--- src/rtl/nd_1to2_pkg.sv ---
// Shared constants, FSM state types and compare/redundancy helpers for the nd_1to2 router node.
// The optional redundancy check is enabled by defining NS_ND_REDUN_CHK_EN.
package nd_1to2_pkg;

    localparam int NS_GT_OP  = 0;
    localparam int NS_GTE_OP = 1;
    localparam int NS_LT_OP  = 2;
    localparam int NS_LTE_OP = 3;
    localparam int NS_EQ_OP  = 4;
    localparam int NS_NEQ_OP = 5;

    localparam int NS_ON    = 1;
    localparam int NS_OFF   = 0;
    localparam int NS_TRUE  = 1;
    localparam int NS_FALSE = 0;

    localparam int NS_ADDRESS_SIZE = 6;
    localparam int NS_DATA_SIZE    = 8;
    localparam int NS_REDUN_SIZE   = 4;

    typedef enum logic [1:0] {IN_IDLE, IN_ACK, IN_WAIT_LOW} in_state_t;
    typedef enum logic [1:0] {OUT_IDLE, OUT_REQ, OUT_WAIT_ACK, OUT_WAIT_LOW} out_state_t;

    // Unsigned compare; unknown operator codes evaluate false.
    function automatic logic ns_cmp(input logic [31:0] val, input int op,
                                    input logic [31:0] ref_val);
        case (op)
            NS_GT_OP:  return val >  ref_val;
            NS_GTE_OP: return val >= ref_val;
            NS_LT_OP:  return val <  ref_val;
            NS_LTE_OP: return val <= ref_val;
            NS_EQ_OP:  return val == ref_val;
            NS_NEQ_OP: return val != ref_val;
            default:   return 1'b0;
        endcase
    endfunction

    function automatic logic ns_range_cmp(input logic [31:0] val,
                                          input int op1, input logic [31:0] ref1,
                                          input logic is_range,
                                          input int op2, input logic [31:0] ref2);
        if (is_range)
            return ns_cmp(val, op1, ref1) && ns_cmp(val, op2, ref2);
        return ns_cmp(val, op1, ref1);
    endfunction

    function automatic logic [31:0] calc_redun(input logic [31:0] src,
                                               input logic [31:0] dst,
                                               input logic [31:0] dat);
        return src + dst + dat;
    endfunction

endpackage

--- src/rtl/nd_hs_sync.sv ---
// Two-flop synchroniser for one asynchronous handshake line.
module nd_hs_sync (
    input  logic clk,
    input  logic reset,
    input  logic d,
    output logic q
);

    logic meta;

    // NOTE: flops use non-blocking assignments so meta and q sample the same edge without ordering races.
    always_ff @(posedge clk or negedge reset) begin
        if (!reset) begin
            meta <= 1'b0;
            q    <= 1'b0;
        end else begin
            meta <= d;
            q    <= meta;
        end
    end

endmodule

--- src/rtl/nd_1to2.sv ---
// One-input, two-output message router with a single-entry buffer and four-phase handshakes.
// Define NS_ND_REDUN_CHK_EN to drop messages whose redundancy field mismatches and export err_redun.
module nd_1to2
    import nd_1to2_pkg::*;
#(
    parameter int          OPER_1    = NS_GT_OP,
    parameter int unsigned REF_VAL_1 = 0,
    parameter int          IS_RANGE  = NS_FALSE,
    parameter int          OPER_2    = NS_GT_OP,
    parameter int unsigned REF_VAL_2 = 0,
    parameter int          ASZ       = NS_ADDRESS_SIZE,
    parameter int          DSZ       = NS_DATA_SIZE,
    parameter int          RSZ       = NS_REDUN_SIZE
) (
`ifdef NS_ND_REDUN_CHK_EN
    output logic           err_redun,
`endif
    input  logic           clk,
    input  logic           reset,
    input  logic           i0_req_in,
    output logic           i0_ack_out,
    input  logic [ASZ-1:0] i0_src,
    input  logic [ASZ-1:0] i0_dst,
    input  logic [DSZ-1:0] i0_dat,
    input  logic [RSZ-1:0] i0_red,
    output logic           o0_req_out,
    input  logic           o0_ack_in,
    output logic [ASZ-1:0] o0_src,
    output logic [ASZ-1:0] o0_dst,
    output logic [DSZ-1:0] o0_dat,
    output logic [RSZ-1:0] o0_red,
    output logic           o1_req_out,
    input  logic           o1_ack_in,
    output logic [ASZ-1:0] o1_src,
    output logic [ASZ-1:0] o1_dst,
    output logic [DSZ-1:0] o1_dat,
    output logic [RSZ-1:0] o1_red
);

    logic ckd_req, ckd_ack0, ckd_ack1;

    nd_hs_sync u_sync_req  (.clk(clk), .reset(reset), .d(i0_req_in), .q(ckd_req));
    nd_hs_sync u_sync_ack0 (.clk(clk), .reset(reset), .d(o0_ack_in), .q(ckd_ack0));
    nd_hs_sync u_sync_ack1 (.clk(clk), .reset(reset), .d(o1_ack_in), .q(ckd_ack1));

    in_state_t      in_state;
    out_state_t     out_state;
    logic           buf_full, buf_sel;
    logic [ASZ-1:0] buf_src, buf_dst;
    logic [DSZ-1:0] buf_dat;
    logic [RSZ-1:0] buf_red;

    logic capture, set_full, clr_full, cur_ack;

    assign capture  = (in_state == IN_IDLE) && ckd_req && !i0_ack_out && !buf_full;
    assign cur_ack  = buf_sel ? ckd_ack1 : ckd_ack0;
    assign clr_full = (out_state == OUT_WAIT_LOW) && !cur_ack;

    always_ff @(posedge clk or negedge reset) begin
        if (!reset) begin
            in_state   <= IN_IDLE;
            i0_ack_out <= 1'b0;
            buf_sel    <= 1'b0;
            // NOTE: the buffer is a handful of flops, so it is reset to keep outputs deterministic after reset.
            buf_src    <= '0;
            buf_dst    <= '0;
            buf_dat    <= '0;
            buf_red    <= '0;
        end else begin
            case (in_state)
                IN_IDLE: begin
                    if (capture) begin
                        buf_src  <= i0_src;
                        buf_dst  <= i0_dst;
                        buf_dat  <= i0_dat;
                        buf_red  <= i0_red;
                        buf_sel  <= !ns_range_cmp(32'(i0_dst), OPER_1, REF_VAL_1,
                                                  IS_RANGE != 0, OPER_2, REF_VAL_2);
                        in_state <= IN_ACK;
                    end
                end
                IN_ACK: begin
                    i0_ack_out <= 1'b1;
                    in_state   <= IN_WAIT_LOW;
                end
                default: begin
                    if (!ckd_req) begin
                        i0_ack_out <= 1'b0;
                        in_state   <= IN_IDLE;
                    end
                end
            endcase
        end
    end

`ifdef NS_ND_REDUN_CHK_EN
    // The mismatch is registered at capture and resolved in IN_ACK, one cycle later.
    logic red_bad;

    always_ff @(posedge clk or negedge reset) begin
        if (!reset) begin
            red_bad   <= 1'b0;
            err_redun <= 1'b0;
        end else begin
            if (capture)
                red_bad <= (i0_red != RSZ'(calc_redun(32'(i0_src), 32'(i0_dst), 32'(i0_dat))));
            if ((in_state == IN_ACK) && red_bad)
                err_redun <= 1'b1;
        end
    end

    assign set_full = (in_state == IN_ACK) && !red_bad;
`else
    assign set_full = capture;
`endif

    // A new capture wins over a same-cycle release of the buffer.
    always_ff @(posedge clk or negedge reset) begin
        if (!reset)
            buf_full <= 1'b0;
        else if (set_full)
            buf_full <= 1'b1;
        else if (clr_full)
            buf_full <= 1'b0;
    end

    always_ff @(posedge clk or negedge reset) begin
        if (!reset) begin
            out_state  <= OUT_IDLE;
            o0_req_out <= 1'b0;
            o1_req_out <= 1'b0;
            o0_src     <= '0;
            o0_dst     <= '0;
            o0_dat     <= '0;
            o0_red     <= '0;
            o1_src     <= '0;
            o1_dst     <= '0;
            o1_dat     <= '0;
            o1_red     <= '0;
        end else begin
            case (out_state)
                OUT_IDLE: begin
                    if (buf_full) begin
                        if (buf_sel) begin
                            o1_src <= buf_src;
                            o1_dst <= buf_dst;
                            o1_dat <= buf_dat;
                            o1_red <= buf_red;
                        end else begin
                            o0_src <= buf_src;
                            o0_dst <= buf_dst;
                            o0_dat <= buf_dat;
                            o0_red <= buf_red;
                        end
                        out_state <= OUT_REQ;
                    end
                end
                OUT_REQ: begin
                    if (buf_sel)
                        o1_req_out <= 1'b1;
                    else
                        o0_req_out <= 1'b1;
                    out_state <= OUT_WAIT_ACK;
                end
                OUT_WAIT_ACK: begin
                    if (cur_ack) begin
                        o0_req_out <= 1'b0;
                        o1_req_out <= 1'b0;
                        out_state  <= OUT_WAIT_LOW;
                    end
                end
                default: begin
                    if (!cur_ack)
                        out_state <= OUT_IDLE;
                end
            endcase
        end
    end

endmodule

--- config.mk ---
export PLATFORM = sky130hd
export DESIGN_NAME = nd_1to2
export DESIGN_NICKNAME = d
export VERILOG_FILES = /design/src/rtl/nd_1to2_pkg.sv /design/src/rtl/nd_hs_sync.sv /design/src/rtl/nd_1to2.sv
export SDC_FILE = /design/constraint.sdc
export NUM_CORES = 1
export LEC_CHECK = 0
export CAP_MARGIN = 20
export CORE_MARGIN = 4
export CORE_UTILIZATION = 39
export CTS_CLUSTER_DIAMETER = 200
export CTS_CLUSTER_SIZE = 30
export DETAILED_ROUTE_END_ITERATION = 16
export HOLD_SLACK_MARGIN = 0.15
export PLACE_DENSITY = 0.65
export SLEW_MARGIN = 20
export SYNTH_ARGS = -nofsm -noshare
export SYNTH_HDL_FRONTEND = slang
export SYNTH_SLANG_ARGS = --single-unit
--- constraint.sdc ---
create_clock -name clk -period 2.1 [get_ports clk]
set_clock_uncertainty 0.15 [all_clocks]
set_input_delay 0.315 -clock clk [delete_from_list [all_inputs] [get_ports clk]]
set_output_delay 0.315 -clock clk [all_outputs]
set_load 0.1 [all_outputs]
==> metrics.yaml, run 1 <==
status: "complete, no violations"
syn-cell-area_sq_um: 3400
mostFrequentLayoutCell: "dfrtp_1"
routed_wl_mm: 6.66
grt.total_usage_pct: 13.9
vias_per_cell: 4.93
area_delta_synth_final_pct: 30.0
grt_max_degree: 48
tns_ns: 0
io_pins: 80
fillCellCount: 730
arrival_ns: 1.89
max_clock_freq_ghz: 0.558
post_cts_buffers: 0
vias: 2026
slew_violations: 0
gp_congestion: 0.734
period_needed_ns: 1.79
overflow: 0
finalNetCount: 334
required_ns: 2.19
ys_seq_elements: 87
die_y_um: 101
postSynth.asyncResetShare_pct: 100
root_buffer: "clkbuf_8"
io_buffers: 79
start_util_pct: 40.8
antennaDiodeCount: 0
syn_nets: 247
cts_buffers: 9
ys_seq_area_share_pct: 64.0
endpoint_kind: "flop"
hold_viol_final: 0
relSlewSlack_pct: 59.8
synthFlopType: "dfrtp_1"
synth_area_per_cell_sq_um: 15.9
synth-edff-count: 0
routedWlPerCell_um: 16.2
die_w_um: 101
hold_path.class: "flop to flop"
core_sq_um: 8340
yosys_warnings: 0
clock_latency_ns: 0.35
drtIter0Drc: 60
drc_errors: 0
first_pass_iters: 4
final_util_pct: 53.0
rsz0062_at_grt: "no"
die-area_sq_um: 10300
detail-route-antenna-nets: 0
finalSetupViolations: 0
rows: 33
clkTransAtPathRegs_ns: 0.09
drive_gt1_share_pct: 49.7
clockBufferDepth: 2
h-tree-depth: 3
min_period_over_period_pct: 85.3
worst_pin_slew_ns: 0.602
grt_pass1_vias: 2131
cp-start-kind: "flop"
synth_cell_types: 30
place.detailed.hpwl_mm: 4.53
tritoncts: "done"
path_class: "flop to flop"
layout_common_cells: "87 x dfrtp_1, 73 x mux2_2, 54 x buf_4"
syn_inst: 214
drv_cap: 0
grt_pass1_wl_mm: 11.0
grt_antenna_before_repair: 0
worst-path-max-fanout: 22
clock_sinks: 87
-- through the flow --
stage               cells  area, sq um  setup WS [ns]  hold slack, ns
finish                411         4420          0.308           0.204
detailed placement    394         4200          0.235           0.186
floorplan             214         3400         0.0664          -0.131
global placement      394         4200          0.238           0.186
global route          411         4420          0.212           0.210
CTS                   411         4420          0.300           0.208
-- worst max-delay path, cell delays in order (launching register included) --
cell and delay (ns):
dfrtp_1 0.43, inv_1 0.08, ha_1 0.30, nand3b_2 0.16
buf_12 0.19, mux2_2 0.35
-- kinds of logic (layout without fill, tap and decap cells) --
group                      after synthesis  count (layout)  synth area share [%]
muxes                                   77              77                  25.6
AOI/OAI and AO/OA                       14              14                  2.91
adders and majority gates                4               4                  1.47
DFF                                     87              87                  64.0
buffers and inverters                   14             106                  2.98
and+or+nand+nor                         18              18                  2.98
-- state kept, by name (all words and copies together), names as in the netlist, 6 cells and up --
| signal | flops |
|---|---|
| o1_src | 6 |
| o0_dat | 8 |
| o1_dat | 8 |
| buf_dat | 8 |
| o0_dst | 6 |
| o0_src | 6 |
| o1_dst | 6 |
| buf_src | 6 |
| buf_dst | 6 |
-- cell usage after synthesis (2+ instances only) --
library cell   n  area (sq um)
inv_1          4          15.0
mux2_2        73           822
buf_6          6          67.6
o21ai_0        3          15.0
buf_2          3          15.0
nor2_1         4          15.0
nand3b_1       2          15.0
a21oi_1        2          10.0
mux2_4         2          30.0
dfrtp_1       87          2180
mux2i_1        2          20.0
nand2_1        5          18.8
ha_1           4          50.1
-- area by class of cell --
cell class	instances	area, sq um	area share (%)
multi-input cells	113	1120	25.4
clock inverters	7	86.3	1.95
repair buffers	86	766	17.3
inverters	4	15.0	0.340
clock buffers	9	124	2.80
well taps	105	131	2.97
flip-flops and latches	87	2180	49.2
-- layer usage --
layer  global-route usage (%)  vias up  share of wire (%)  routed length (um)
li1                         -      936                  -                   -
met1                     17.4     1027                 43                2850
met2                     21.4       58                 47                3140
met3                     7.44        5                9.5                 633
met4                     3.07        0               0.60                  40
met5                        0        -                  0                   0
-- worst paths after layout --
check	startpoint	depth (start not counted)	slack, ns	end
min	u_sync_ack0.meta$_DFF_PN0_	0	0.20	u_sync_ack0.q$_DFF_PN0_
max reg2reg	out_state[0]$_DFFE_PN0P_	5	0.31	o0_dst[1]$_DFFE_PN0P_
max in group asynchronous	reset	3	0.86	buf_red[2]$_DFFE_PN0P_
min reg2reg	u_sync_ack0.meta$_DFF_PN0_	0	0.20	u_sync_ack0.q$_DFF_PN0_
max	out_state[0]$_DFFE_PN0P_	5	0.31	o0_dst[1]$_DFFE_PN0P_
min in group asynchronous	reset	2	0.35	buf_src[2]$_DFFE_PN0P_
-- repair_timing --
action,in CTS,in global routing
endpoints found under the hold margin,45,0
hold buffers,1,0
gates resized for setup,0,0
Power of run 1 is not shown: default switching activity piles up to over one toggle a cycle in this logic, so the estimate is an artifact.
==> run 2, diff against run 1 <==
--- a/config.mk
+++ b/config.mk
@@ -5,14 +5,13 @@
 export SDC_FILE = /design/constraint.sdc
 export NUM_CORES = 1
 export LEC_CHECK = 0
-export CAP_MARGIN = 20
 export CORE_MARGIN = 4
 export CORE_UTILIZATION = 39
-export CTS_CLUSTER_DIAMETER = 200
+export CTS_CLUSTER_DIAMETER = 30
 export CTS_CLUSTER_SIZE = 30
 export DETAILED_ROUTE_END_ITERATION = 16
 export HOLD_SLACK_MARGIN = 0.15
-export PLACE_DENSITY = 0.65
+export PLACE_DENSITY = 0.68
 export SLEW_MARGIN = 20
 export SYNTH_ARGS = -nofsm -noshare
 export SYNTH_HDL_FRONTEND = slang
==> constraint.sdc (replaced) <==
create_clock -name clk -period 1.5 [get_ports clk]
set_clock_uncertainty 0.15 [all_clocks]
set_input_delay 0.225 -clock clk [delete_from_list [all_inputs] [get_ports clk]]
set_output_delay 0.225 -clock clk [all_outputs]
set_load 0.1 [all_outputs]
==> run 2 against run 1 <==
The run now ends with negative setup slack left. Count of clock-buffer cells in the layout grew 1. Register-to-register slack lost 0.39 ns. Worst hold slack worse by 0.030 ns. Cell count increased by 4.6%. Critical endpoint is now buf_sel$_DFFE_PN0P_. Largest cell class unchanged.
==> metrics.yaml, run 2 (synthesized netlist as in run 1, its figures left out) <==
dpl.cell_count: 411
io_buffers: 79
met1_length_mm: 2.97
route.met3.wl_um: 369
grt_max_degree: 31
first_pass_iters: 4
grt_pass1_wl_mm: 11.4
reg.largest.list: "buf_dat: 8 flops, o0_dat: 8 flops, o1_dat: 8 flops"
routedWlPerCell_um: 16.2
path_class: "flop to flop"
cp_slowest_stage_delay_ns: 0.49
slew_violations: 0
grt_pass1_vias: 2216
antennaDiodeCount: 0
die_w_um: 101
finalSetupViolations: 37
die-area_sq_um: 10300
tritoncts: "done"
place.detailed.hpwl_mm: 5.18
ff_latch_area_sq_um: 2180
worst-path-max-fanout: 12
relSlewSlack_pct: 76.0
drc_errors: 0
max_clock_freq_ghz: 0.633
topRoutingLayerUsed: "met4"
overflow: 0
design_area_sq_um: 5570
crit_slowest_cell: "dfrtp_4"
multi_input_area_sq_um: 1380
worstPathCellList: "nor2_4, and3_4, buf_12, mux2_2"
critPathBufInv: 1
fillCellCount: 565
vias_per_cell: 4.87
clock_sinks: 87
status: "finished with violations"
layout_common_cells: "83 x dfrtp_1, 59 x buf_12, 46 x mux2_4"
clkTransAtPathRegs_ns: 0.09
drv_cap: 0
violations: "negative setup slack"
period_needed_ns: 1.58
mostFrequentLayoutCell: "dfrtp_1"
tns_ns: -1.32
io_pins: 80
drtIter0Drc: 54
dpl_cell_area_sq_um: 5210
vias: 2095
grt_antenna_before_repair: 0
detail-route-antenna-nets: 0
finalNetCount: 354
clockBufferDepth: 2
rsz0062_at_grt: "yes"
required_ns: 1.59
root_buffer: "clkbuf_8"
gp_congestion: 0.743
worst_pin_slew_ns: 0.359
grt.total_usage_pct: 14.4
drive_gt1_share_pct: 56.6
hold-worst-slack_ns: 0.174
path_delay_family: "flip-flops"
die_y_um: 101
hold_viol_final: 0
min_period_over_period_pct: 105
cp-start-kind: "flop"
arrival_ns: 1.67
endpoint_kind: "flop"
fin_ws_ns: -0.0802
start_util_pct: 40.8
core_sq_um: 8340
hold_path.class: "input pin to flop"
h-tree-depth: 3
clock_latency_ns: 0.34
wl_met2_mm: 3.57
area_delta_synth_final_pct: 63.7
stdcell_count: 430
rows: 33
cts_buffers: 9
routed_wl_mm: 6.97
==> run 2: area by class of cell <==
cell class | instances | share of cell area, %
inverters | 4 | 0.270
clock buffers | 10 | 2.47
flip-flops and latches | 87 | 39.2
repair buffers | 106 | 29.2
clock inverters | 5 | 1.60
multi-input cells | 113 | 24.8
well taps | 105 | 2.36
==> run 2: what timing repair did <==
item	in CTS	in global routing
cloned	0	1
buffers inserted	0	1
hold buffers	1	1
gates resized for setup	15	3
hold endpoints to repair	87	1
setup endpoints to repair	77	75
pin swaps	0	2
==> run 2: path summary, 6_finish.rpt <==
check / from / end / slack, ns / cells past startpoint
hold / removal: o1_ack_in / u_sync_ack1.meta$_DFF_PN0_ / 0.17 / 1
min in group asynchronous: reset / o1_src[1]$_DFFE_PN0P_ / 0.18 / 2
hold reg to reg: u_sync_ack1.meta$_DFF_PN0_ / u_sync_ack1.q$_DFF_PN0_ / 0.20 / 0
setup reg to reg: i0_ack_out$_DFFE_PN0P_ / buf_sel$_DFFE_PN0P_ / -0.08 / 4
max in group asynchronous: reset / buf_dst[1]$_DFFE_PN0P_ / 0.53 / 3
setup / recovery: i0_ack_out$_DFFE_PN0P_ / buf_sel$_DFFE_PN0P_ / -0.08 / 4
==> run 2: through the flow <==
stage,utilization [%],worst slack (ns)
6_report,66.7,-0.0802
5_1_grt,66.7,-0.118
4_1_cts,66.0,-0.0788
3_5_place_dp,62.5,-0.227
3_3_place_gp,62.5,-0.158
2_1_floorplan,-,-0.268
==> run 2: layer usage <==
metal | global-route usage [%] | vias to the layer above
li1 | - | 976
met1 | 18.7 | 1063
met2 | 23.5 | 51
met3 | 4.06 | 5
met4 | 4.29 | 0
met5 | 0 | -
Power of run 2 is left out for the same reason.
